--- config.mk ---
export PLATFORM = sky130hd
export DESIGN_NAME = rr_arbiter_8
export DESIGN_NICKNAME = d
export VERILOG_FILES = /design/src/rtl/rr_arbiter_8_pkg.sv /design/src/rtl/rr_arbiter_8_decoder.sv /design/src/rtl/rr_arbiter_8.sv
export SDC_FILE = /design/constraint.sdc
export NUM_CORES = 1
export LEC_CHECK = 0
export BUFFER_PORTS_ARGS = -buffer_cell sky130_fd_sc_hd__buf_2
export CAP_MARGIN = 20
export CELL_PAD_IN_SITES_DETAIL_PLACEMENT = 1
export CELL_PAD_IN_SITES_GLOBAL_PLACEMENT = 2
export CORE_MARGIN = 2
export CORE_UTILIZATION = 30
export CTS_CLUSTER_DIAMETER = 40
export CTS_CLUSTER_SIZE = 14
export DETAILED_ROUTE_END_ITERATION = 6
export PLACE_DENSITY = 0.64
export SKIP_LAST_GASP = 1
export SYNTH_ARGS = -nofsm -noshare
export SYNTH_HDL_FRONTEND = slang
export SYNTH_SLANG_ARGS = --single-unit
--- constraint.sdc ---
create_clock -name clk -period 8.65 [get_ports clk]
set_input_delay 0.865 -clock clk [delete_from_list [all_inputs] [get_ports clk]]
set_output_delay 0.865 -clock clk [all_outputs]
set_load 0.05 [all_outputs]
--- src/rtl/rr_arbiter_8_pkg.sv ---
// Shared widths and state encodings for the 8-way round-robin arbiter.
package rr_arbiter_8_pkg;

   localparam int unsigned N_REQ = 8;
   localparam int unsigned IDX_W = 3;

   typedef enum logic {
      ST_IDLE = 1'b0,
      ST_BUSY = 1'b1
   } state_t;

endpackage

--- src/rtl/rr_arbiter_8_decoder.sv ---
// Team 3-to-8 decoder with active-high enable; all outputs low when E=0.
module Decoder_3to8 (
   input  logic s0,
   input  logic s1,
   input  logic s2,
   input  logic E,
   output logic D0,
   output logic D1,
   output logic D2,
   output logic D3,
   output logic D4,
   output logic D5,
   output logic D6,
   output logic D7
);

   logic [2:0] sel;

   assign sel = {s2, s1, s0};

   assign D0 = E && (sel == 3'd0);
   assign D1 = E && (sel == 3'd1);
   assign D2 = E && (sel == 3'd2);
   assign D3 = E && (sel == 3'd3);
   assign D4 = E && (sel == 3'd4);
   assign D5 = E && (sel == 3'd5);
   assign D6 = E && (sel == 3'd6);
   assign D7 = E && (sel == 3'd7);

endmodule

--- src/rtl/rr_arbiter_8.sv ---
// 8-way round-robin arbiter holding each grant until release or hold timeout.
// The owner-release input is named rel because release is a reserved word.
module rr_arbiter_8
   import rr_arbiter_8_pkg::*;
#(
   parameter int unsigned MAX_HOLD = 16,
   parameter int unsigned CNT_W    = 8
) (
   input  logic             clk,
   input  logic             rst_n,
   input  logic [N_REQ-1:0] req,
   input  logic             en,
   input  logic             rel,
   output logic             gnt_valid,
   output logic [IDX_W-1:0] gnt_idx,
   output logic [N_REQ-1:0] gnt_onehot,
   output logic             timeout,
   output logic             busy
);

   localparam logic [CNT_W-1:0] HOLD_LAST = CNT_W'((MAX_HOLD == 0) ? 0 : MAX_HOLD - 1);

   state_t           state;
   logic [IDX_W-1:0] ptr;
   logic [CNT_W-1:0] hold_cnt;
   logic [IDX_W:0]   pick;
   logic             hold_expired;

   // First set request at or after ptr, wrapping; MSB flags that one was found.
   function automatic logic [IDX_W:0] rr_pick(input logic [N_REQ-1:0] r,
                                              input logic [IDX_W-1:0] p);
      logic             found;
      logic [IDX_W-1:0] idx;
      logic [IDX_W-1:0] cand;
      found = 1'b0;
      idx   = p;
      for (int i = 0; i < N_REQ; i++) begin
         cand = p + IDX_W'(i);
         if (!found && r[cand]) begin
            found = 1'b1;
            idx   = cand;
         end
      end
      return {found, idx};
   endfunction

   always_comb begin
      pick = rr_pick(req, ptr);
   end

   assign hold_expired = (MAX_HOLD != 0) && (hold_cnt == HOLD_LAST);

   always_ff @(posedge clk or negedge rst_n) begin
      if (!rst_n) begin
         state     <= ST_IDLE;
         ptr       <= '0;
         hold_cnt  <= '0;
         gnt_idx   <= '0;
         gnt_valid <= 1'b0;
         timeout   <= 1'b0;
      end else begin
         timeout <= 1'b0;
         case (state)
            ST_IDLE: begin
               if (en && pick[IDX_W]) begin
                  state     <= ST_BUSY;
                  gnt_idx   <= pick[IDX_W-1:0];
                  gnt_valid <= 1'b1;
                  hold_cnt  <= '0;
               end
            end
            ST_BUSY: begin
               // Release wins over a coincident timeout, so no pulse then.
               if (rel || hold_expired) begin
                  state     <= ST_IDLE;
                  gnt_valid <= 1'b0;
                  ptr       <= gnt_idx + IDX_W'(1);
                  hold_cnt  <= '0;
                  timeout   <= !rel;
               end else begin
                  hold_cnt <= hold_cnt + CNT_W'(1);
               end
            end
         endcase
      end
   end

   assign busy = gnt_valid;

   Decoder_3to8 u_dec (
      .s0 (gnt_idx[0]),
      .s1 (gnt_idx[1]),
      .s2 (gnt_idx[2]),
      .E  (gnt_valid),
      .D0 (gnt_onehot[0]),
      .D1 (gnt_onehot[1]),
      .D2 (gnt_onehot[2]),
      .D3 (gnt_onehot[3]),
      .D4 (gnt_onehot[4]),
      .D5 (gnt_onehot[5]),
      .D6 (gnt_onehot[6]),
      .D7 (gnt_onehot[7])
   );

endmodule
==> run summary, run 1 <==
Summing all placed instances gives a cell area of 2000 sq um. The first routing iteration left 111 violations. The longest clock path from root to sink contains 2 buffers.

The logs give 3 for the TritonCTS buffer count and 0 ns for the accumulated negative setup slack. The final design utilization was 0.325; the distinct cell type count after synthesis was 55. The via count of the first global-routing pass was 1,642. TritonCTS built the clock tree. The number of register bits inferred by synthesis came out at 17.

For this design the static power due to leakage is 0.976 nW. Traced cell by cell, the critical path runs through inv_1 -> ha_1 -> mux4_2 -> mux2i_1 -> mux2_2 -> a31o_2 -> a32oi_1 -> o221ai_1. The run gives 0 as the count of final hold-check violations. The flow ran to the end, and the final reports show no timing, DRC or antenna violations. Compared with the post-synthesis result, the final layout area differs by 6.53%. The logs give 7040 sq um for the floorplan die area and 282 MHz for the maximum operating frequency. The transition time of the tightest slew-check pin works out to 0.901 ns.

The number of antenna diodes in the final layout is 0. Routability-driven placement finished with a final weighted congestion of 0.824. Across all layers, the routed design uses 1,643 vias. Setup violations remaining at the end of the flow were counted as 0. In this run the count of I/O pins placed on the die edge is 26. The proportion of synthesized flip-flops having asynchronous set or reset was 1.00; the biggest cell delay along the critical path was 0.93 ns.

The post-synthesis net count was 225. In this run the standard cell core region covers 6280 sq um. The tools report the global-route track usage on met2 as 0.252. In this run the clock root is driven by a clkbuf_8. The mean number of vias per cell is 5.69. The logs give 0 for the count of maximum capacitance violations and 0.151 for the total routing resource utilization after global routing.

The clock latency on the worst-skew pair was 0.25 ns. The final layout contains 234 nets. The share of the cycle needed by the critical path after routing works out to 0.410. The height of the die was 83.9 um; the clock transition at the register clock pins on the worst setup and hold paths after CTS was 0.07 ns. The first detailed-routing pass ran for 4 iterations. The proportion of layout cells with a drive suffix above 1 was 0.203. The path class of the tightest hold or removal check is register to register.

For hold timing, the worst endpoint is hold_cnt[6]$_DFFE_PN0P_. The share of synthesized area occupied by flip-flops and latches was 0.222; the detailed placer's ending HPWL was 3.92 mm. Setup repair after global routing left no endpoint under its margin. In the synthesized netlist, the number of instances is 204. Of all nets on the critical path, the largest fanout is 21. The shortest period the worst path allows is 3.55 ns, and the max-slew violation total from the final report is 0.

Reg2reg setup slack: 5.10 ns. Among all flip-flop cells after synthesis, the most frequent one is dfrtp_1. STA classifies the critical path startpoint as a register.

CTS sink count: 17. In this run the most critical hold path is launched from hold_cnt[6]$_DFFE_PN0P_. Once detail routing completed, the nets flagged for antenna violations numbered 0. The number of setup buffers added after CTS is 0. Hold repair after CTS inserted 0 buffers. The cell count of the worst reg-to-reg path is 8. The startpoint identified for the worst register-to-register timing path is ptr[0]$_DFFE_PN0P_.

In this run, post-CTS repair resized a total of 0 instances. The width of the die came out at 83.9 um. Input and output buffers added on the ports amount to 25.

The synthesized netlist occupies a cell area of 1920 sq um. The synthesized area divided by synthesized cell count came out at 9.39 sq um. The starting density of the core was 0.305.

The top-area cell type share of the netlist area is 0.222. Met3 layer usage reported by global route: 0.0267. The endpoint identified for the worst register-to-register timing path is gnt_idx[1]$_DFFE_PN0P_.

Final design instance area without fill: 2040 sq um. The floorplan has 29 rows. The number of cells on the worst hold path is 1, and the critical path data required time is 8.76 ns. Summed over all layers, the global routing overflow is 0. The tools report the number of levels in the clock H-tree as 1. Met1 usage: 0.206. Post-synthesis cell type with the largest combined area: dfrtp_1.

In the post-synthesis netlist, the biggest area contributors are dfrtp_1, mux4_1, mux2i_1, ha_1, buf_4. Dividing total power by cell area gives a power density of 387 nW/um^2. The headroom to the max-slew limit came out at 0.399.

The clock arrives with 0.00452 ns of skew. The worst setup path is captured at a register. For this run, design rule violations remaining after detail routing come to 0.

During synthesis, Yosys emitted a total of 0 warnings. Dividing the detail-routed wire length by the instance count gives 17.5 um. The worst-path cell with the longest stage delay was dfrtp_1.

Entering global routing, the biggest net connects 26 pins. The critical path is of the register to register type. The number of enable-type register cells in the synthesized netlist was 0.

The commonest cells after synthesis are dfrtp_1, buf_4, mux2i_1. Yosys instantiated no cell more often than dfrtp_1. The total wire length after detailed routing is 5.06 mm. The first global-routing pass estimated 8.64 mm of wire.

The tools report the worst supply voltage drop on vdd as 0.000118 V. met2 is the most crowded layer. Counting the fill cells in the layout gives 732. The run gives 3.65 ns as the data arrival time of the critical path.

The run gives 0 as the number of antenna violations at the first check in global routing.
## flip-flops by register name (all words and copies together), names as in the netlist
register,flops
ptr,3
hold_cnt,8
busy,1
state,1
timeout,1
gnt_idx,3
## placed cells by master, fill, tap and decap left out, types with 3 or more instances in the layout
master	n
a21oi_1	10
a31oi_1	7
a32oi_1	3
and2_1	4
and3_1	11
buf_2	25
clkbuf_8	3
dfrtp_1	17
ha_1	9
inv_1	11
mux2_2	7
mux2i_1	12
mux4_1	6
mux4_2	4
nand2_1	10
nand2b_1	3
nand3_1	7
nor2_1	11
nor3_1	3
o21ai_0	6
## worst max path at each step
stage,from,slack [ns],end
after global routing,ptr[0]$_DFFE_PN0P_,4.70,gnt_idx[1]$_DFFE_PN0P_
after detailed placement,ptr[0]$_DFFE_PN0P_,5.06,gnt_idx[1]$_DFFE_PN0P_
after global placement,ptr[0]$_DFFE_PN0P_,5.10,gnt_idx[0]$_DFFE_PN0P_
final,ptr[0]$_DFFE_PN0P_,5.10,gnt_idx[1]$_DFFE_PN0P_
after floorplan,ptr[0]$_DFFE_PN0P_,5.80,gnt_idx[1]$_DFFE_PN0P_
after CTS,ptr[0]$_DFFE_PN0P_,5.07,gnt_idx[1]$_DFFE_PN0P_
## layer usage
layer / up-vias / part of all wire
met2: 25 / 0.49
met4: 0 / 0.019
met1: 819 / 0.45
met3: 8 / 0.039
li1: 791 / -
met5: - / 0
## critical path: cells and delay by family, from the launching register on
kind / cells / cell delay (ns)
muxes: 3 / 1.34
adders and majority gates: 1 / 0.48
buffers and inverters: 1 / 0.11
DFF: 1 / 0.93
AOI/OAI and AO/OA: 3 / 0.54
## logic make-up after synthesis
group	Yosys count	synth area share
AO/OA/AOI/OAI	52	0.193
adder cells (fa/ha/maj)	9	0.0588
multiplexers	30	0.245
AND/OR/NAND/NOR	61	0.172
XOR/XNOR	3	0.0137
buffers and inverters	32	0.0954
flip-flops	17	0.222
## layout make-up
cell class	count	area, sq um	share of cell area
multi-input combinational	155	1310	0.641
sequential	17	425	0.208
timing repair buffer	25	125	0.0613
tap	77	96.3	0.0472
clock buffer	4	45.0	0.0221
inverter	11	41.3	0.0202
## per-stage QoR
step                      std cells  hold WS, ns  total power [W]  worst slack (ns)
after floorplan                 204        0.466         0.000629              5.80
after global placement          285        0.510         0.000736              5.10
after detailed placement        285        0.510         0.000732              5.06
after CTS                       289        0.521         0.000796              5.07
after global routing            289        0.547         0.000861              4.70
final                           289        0.515         0.000790              5.10
## power by group
group | internal (W) | switching (W) | total, W
registers | 0.0000965 | 0.0000615 | 0.000158
logic | 0.000236 | 0.000336 | 0.000573
clock network | 0.0000326 | 0.0000266 | 0.0000592
total | 0.000366 | 0.000425 | 0.000790
(Power assumes the default switching activity.)
==> run 2, diff against run 1 <==
- clock period: 8.65 -> 3.66 ns (I/O delays scaled with it)
==> run summary, run 2 (same netlist as run 1, synthesis figures left out) <==
Once the clock tree was built, the setup fixing pass inserted 0 buffers. The register with the most flip-flops in the layout has 8 of them. The critical path in this run is classified as register to register. The proportion of layout cells with a drive suffix above 1 is 0.226, and the cell count of the worst reg-to-reg path is 8. Power spread over the standard cell area amounts to 927 nW/um^2. The largest registers in the layout are hold_cnt (8), gnt_idx (3), ptr (3). Summed over all layers, the global routing overflow is 0.

The run gives 1,736 as the via count of the first global-routing pass. For the static leakage, the log shows 1.00 nW. Port buffering added 25 buffers.

The register containing the most flip-flops in the final layout is hold_cnt. The tools report the count of final hold-check violations as 0. The headroom to the max-slew limit is 0.534, and the post-layout net count is 239. The number of buffers between clock root and the deepest sink was 2; the number of placement rows was 29. The tools report the number of vias after detailed routing as 1,654.

For the floorplan die area, the log shows 7040 sq um. The flow ran to the end, and the final reports show no timing, DRC or antenna violations. The violation count after the first detailed-routing iteration is 37, and the total wire length after detailed routing is 5.10 mm. Detailed placement ended at an HPWL of 3.94 mm.

The number of antenna diodes in the final layout is 0. VDD sags by at most 0.000325 V. TritonCTS built the clock tree. The run gives 0 as the remaining design rule violation count.

Antenna violation net count after detailed routing: 0. Starting density of the core: 0.305. The run gives 21 as the pin count of the biggest net entering global routing. Clock latency on the worst-skew pair, taken at its later pin, is 0.25 ns. The area growth from synthesis to layout was 8.56%; the TritonCTS buffer count was 3.

The run gives 0 as the post-CTS resize count. The routed design could run at a clock period as short as 2.90 ns. The total area inside the core boundary comes to 6280 sq um.

After clock tree synthesis, the flow added hold-fix buffers numbering 0. The tools report the CTS sink count as 17. In this run the worst hold path is classified as input pin to async pin. The die is 83.9 um wide.

The top cell types in the final layout, fill and taps aside, are buf_2, dfrtp_1, mux2i_1. The run gives 0 as the max-slew violation total from the final report. The mean number of vias per cell is 5.63, and the data arrival time of the critical path is 3.03 ns. The worst clock skew on the final layout came out at 0.00348 ns.

Summed over all failing endpoints, the final setup total negative slack is 0 ns. Tracing the worst setup path back leads to its startpoint at ptr[0]$_DFFE_PN0P_. For the total routing resource utilization after global routing, the log shows 0.150.

The congestion estimate from routability-driven global placement came to 0.774. The tools report the length of the first detailed-routing pass in iterations as 4. STA puts the critical path data required time at 3.79 ns. STA classifies the critical path endpoint as a register. At the pin with the least slew margin, the transition time is 0.696 ns. The tree is rooted in a clkbuf_8.

The count of final setup violators is 0. Clock-pin slew was measured on the worst setup and hold paths at 0.07 ns. The final hold slack came out at 0.0329 ns. Setup repair after global routing left no endpoint under its margin. The routed wire length per instance came out at 17.4 um. Measured along the y axis, the die boundary spans 83.9 um. The number of antenna violations at the first check in global routing was 0.

The maximum operating frequency is 345 MHz. The most common library cell in the layout ignoring fill and taps is buf_2. STA classifies the critical path startpoint as a register. Number of levels in the clock H-tree: 1. The share of the cycle needed by the critical path after routing works out to 0.791. The highest net fanout along the worst path is 7. The run gives 26 as the top-level port count.

The startpoint identified for the worst register-to-register timing path is ptr[0]$_DFFE_PN0P_. The logs give 8.69 mm for the wire length of the first global-routing pass and 0 for the count of maximum capacitance violations.
==> run 2: metrics by stage <==
| stage | utilization | area (sq um) | instances | total power (W) | setup slack, ns |
|---|---|---|---|---|---|
| 2_1_floorplan | - | 1920 | 204 | 0.00149 | 0.811 |
| 3_3_place_gp | 0.324 | 2030 | 290 | 0.00181 | 0.795 |
| 3_5_place_dp | 0.324 | 2030 | 290 | 0.00179 | 0.793 |
| 4_1_cts | 0.331 | 2080 | 294 | 0.00194 | 0.773 |
| 5_1_grt | 0.331 | 2080 | 294 | 0.00210 | 0.534 |
| 6_report | 0.331 | 2080 | 294 | 0.00193 | 0.765 |
==> run 2: layer usage <==
layer | part of all wire | GRT usage
met5 | 0 | 0
met4 | 0.027 | 0.0381
met3 | 0.035 | 0.0287
met2 | 0.47 | 0.250
met1 | 0.47 | 0.198
==> run 2: cell type report <==
class                           count  area (sq um)
Inverter                           11          41.3
Timing Repair Buffer               30           163
Clock buffer                        3          41.3
Tap cell                           77          96.3
Sequential cell                    17           425
Multi-Input combinational cell    155          1310
Clock inverter                      1          5.00
Fill cell                         755          4200
==> run 2: worst paths after layout <==
| check | slack, ns | to |
|---|---|---|
| worst max-delay path | 0.76 | gnt_idx[0]$_DFFE_PN0P_ |
| worst min-delay path | 0.03 | hold_cnt[6]$_DFFE_PN0P_ |
| worst max register to register | 0.76 | gnt_idx[0]$_DFFE_PN0P_ |
| worst min register to register | 0.51 | hold_cnt[6]$_DFFE_PN0P_ |
| max in group asynchronous | 3.35 | state$_DFF_PN0_ |
| min in group clk | 0.48 | timeout$_DFF_PN0_ |
==> run 2: worst max-delay path, cell delays in order (launching register included) <==
cell	delay [ns]
dfrtp_1	0.36
inv_1	0.05
ha_1	0.44
mux4_1	0.73
mux2i_1	0.23
a32oi_1	0.18
o32ai_1	0.55
o211a_1	0.20
nor3_1	0.04
==> run 2: report_power, final <==
| part | internal (W) | switching, W |
|---|---|---|
| Clock | 0.0000755 | 0.0000648 |
| Combinational | 0.000601 | 0.000886 |
| Sequential | 0.000230 | 0.0000696 |
==> run 3, diff against run 2 <==
- PLACE_DENSITY: 0.64 -> 0.67
- clock period: 3.66 -> 2.45 ns (I/O delays scaled with it)
==> run summary, run 3 (same netlist as run 1, synthesis figures left out) <==
The run finished, with violations left. The checks that failed: setup timing. 0 antenna diodes ended up in the layout.

The root buffer cell chosen for the clock tree is clkbuf_8. The post-placement setup slack is -0.177 ns, and the total routing resource utilization after global routing is 0.160. The share of the cycle needed by the critical path after routing is 1.03.

In the routed layout, each cell is associated on average with a via count of 5.47. The part of the power in the clock network is 0.060, and the top-level port count is 26. The weighted congestion at the end of routability-driven global placement is 0.818, and the CTS sink count is 17. In the layout the commonest cells are buf_4, buf_2, dfrtp_1. The count of nets left with antenna violations once routing finished came out at 0.

The height of the die is 83.9 um. The clock reaches the later pin of the worst-skew pair after 0.25 ns. The multi-input combinational cells in the finished layout cover a total of 1390 sq um. The fraction of power spent switching nets is 0.482. The logs give 2.72 ns for the data arrival time of the critical path and 6280 sq um for the core region area. The shortest period the worst path allows is 2.52 ns, and the worst supply voltage drop on vdd is 0.000469 V. The accumulated negative setup slack came out at -0.398 ns.

For this run, design rule violations remaining after detail routing come to 0. TritonCTS built the clock tree. For this design the total switching power over the nets is 0.00175 W. The finished cells cover 2390 sq um. The tools report the wire length of the first global-routing pass as 9.25 mm. The sequential power share came out at 0.125.

Pin count of the biggest net entering global routing: 18. The internal power contribution was 0.00188 W. The type of the worst setup path was register to register.

The transition time of the tightest slew-check pin is 0.716 ns, and the max-slew violation total from the final report is 0. The routed layout has 1,767 vias. The final layout contains routed wiring with a total length of 5.41 mm. The tools report the worst setup slack after layout as -0.0707 ns. The worst hold path belongs to the class input pin to register.

The logs give 397 MHz for the maximum operating frequency and 2.65 ns for the critical path data required time. The count of final hold-check violations came out at 0. The critical path endpoint category was a register.

Power spread over the standard cell area amounts to 1520 nW/um^2. The via count of the first global-routing pass came out at 1,856. The number of antenna violations at the first check in global routing is 0, and the violation count after the first detailed-routing iteration is 58. On the final layout, the worst clock skew is 0.00411 ns. Count of final setup violators: 10. The logs give 0.305 for the starting density of the core and 7040 sq um for the floorplan die area. The headroom to the max-slew limit was 0.521. The proportion of layout cells with a drive suffix above 1 works out to 0.390. The TritonCTS buffer count is 3, and the detailed placer's ending HPWL is 4.23 mm. In the final design database the tool counted 268 nets. The share of power burned in combinational logic was 0.815; the static leakage was 1.14 nW.

The count of maximum capacitance violations is 0. Leaving out fill and tap cells, the most frequent cell in the layout is buf_4. In this run the cell area measured after placement is 2220 sq um. The highest net fanout along the worst path is 6. The first detailed-routing pass took 4 iterations. Dividing the detail-routed wire length by the instance count gives 16.7 um. The count of buffers inserted at the top-level ports was 25; the width of the die was 83.9 um. The largest registers in the layout are hold_cnt (8), gnt_idx (3), ptr (3). After filler insertion, the fill cell instance count of the layout stands at 731. The launching element type of the critical path is a register. The register with the most flip-flops in the layout has 8 of them. The sequential cells in the finished layout cover a total of 427 sq um.

Setup repair after global routing could not meet its margin everywhere. The number of levels in the clock H-tree came out at 1. Counting flops per register, the top entry is hold_cnt. The logs give 0 for the total congestion overflow after global routing and 2 for the number of buffers between clock root and the deepest sink. Relative to the synthesized area, the layout overhead comes to 24.7%. The clock transition at the register clock pins on the worst setup and hold paths after CTS came out at 0.07 ns. The tools report the final design utilization as 0.381.

In this run the core area contains 29 standard-cell rows.
[run 3: critical path: stages, from the launching register on]
cell	delay [ns]
dfrtp_2	0.40
inv_4	0.04
ha_4	0.29
mux4_2	0.60
mux2i_4	0.29
and3_4	0.26
nand3_2	0.09
a21oi_2	0.28
mux2_2	0.20
[run 3: final timing paths]
| path | start | endpoint | slack, ns | depth (start not counted) |
|---|---|---|---|---|
| max in group asynchronous | rst_n | ptr[0]$_DFFE_PN0P_ | 1.70 | 2 |
| setup reg to reg | ptr[0]$_DFFE_PN0P_ | hold_cnt[0]$_DFFE_PN0P_ | -0.07 | 8 |
| min in group asynchronous | rst_n | hold_cnt[0]$_DFFE_PN0P_ | 0.45 | 2 |
| hold / removal | rel | timeout$_DFF_PN0_ | 0.34 | 3 |
| setup / recovery | ptr[0]$_DFFE_PN0P_ | hold_cnt[0]$_DFFE_PN0P_ | -0.07 | 8 |
| hold reg to reg | hold_cnt[3]$_DFFE_PN0P_ | hold_cnt[3]$_DFFE_PN0P_ | 0.53 | 1 |
[run 3: what timing repair did]
action / 4_1_cts / 5_1_grt
pin swaps: 5 / 7
hold buffers: 1 / 0
endpoints found under the setup margin: 12 / 13
gates resized for setup: 3 / 12
endpoints found under the hold margin: 17 / 0
setup buffers: 4 / 4
[run 3: stage by stage]
| step | instances | hold WS, ns | power [W] |
|---|---|---|---|
| after detailed placement | 310 | 0.210 | 0.00310 |
| final | 323 | 0.337 | 0.00362 |
| after floorplan | 204 | -0.0506 | 0.00238 |
| after global placement | 310 | 0.203 | 0.00309 |
| after CTS | 319 | 0.327 | 0.00344 |
| after global routing | 323 | 0.374 | 0.00389 |
[run 3: power by group through the flow]
stage | Sequential (W) | Combinational [W] | Clock (W)
floorplan | 0.000420 | 0.00196 | 0
global placement | 0.000458 | 0.00263 | 0
detailed placement | 0.000458 | 0.00264 | 0
CTS | 0.000455 | 0.00277 | 0.000221
global route | 0.000466 | 0.00318 | 0.000237
finish | 0.000454 | 0.00295 | 0.000216
[run 3: layout make-up]
type / instances / share of cell area
Inverter: 11 / 0.0183
Timing Repair Buffer: 59 / 0.162
Multi-Input combinational cell: 155 / 0.582
Sequential cell: 17 / 0.179
Tap cell: 77 / 0.0403
Clock buffer: 4 / 0.0189
[run 3: metal layers]
| layer | vias up | share of wire | GRT usage |
|---|---|---|---|
| met5 | - | 0 | 0 |
| met4 | 0 | 0.0041 | 0.0132 |
| met3 | 2 | 0.029 | 0.0247 |
| met2 | 30 | 0.49 | 0.287 |
| met1 | 881 | 0.48 | 0.212 |
| li1 | 854 | - | - |
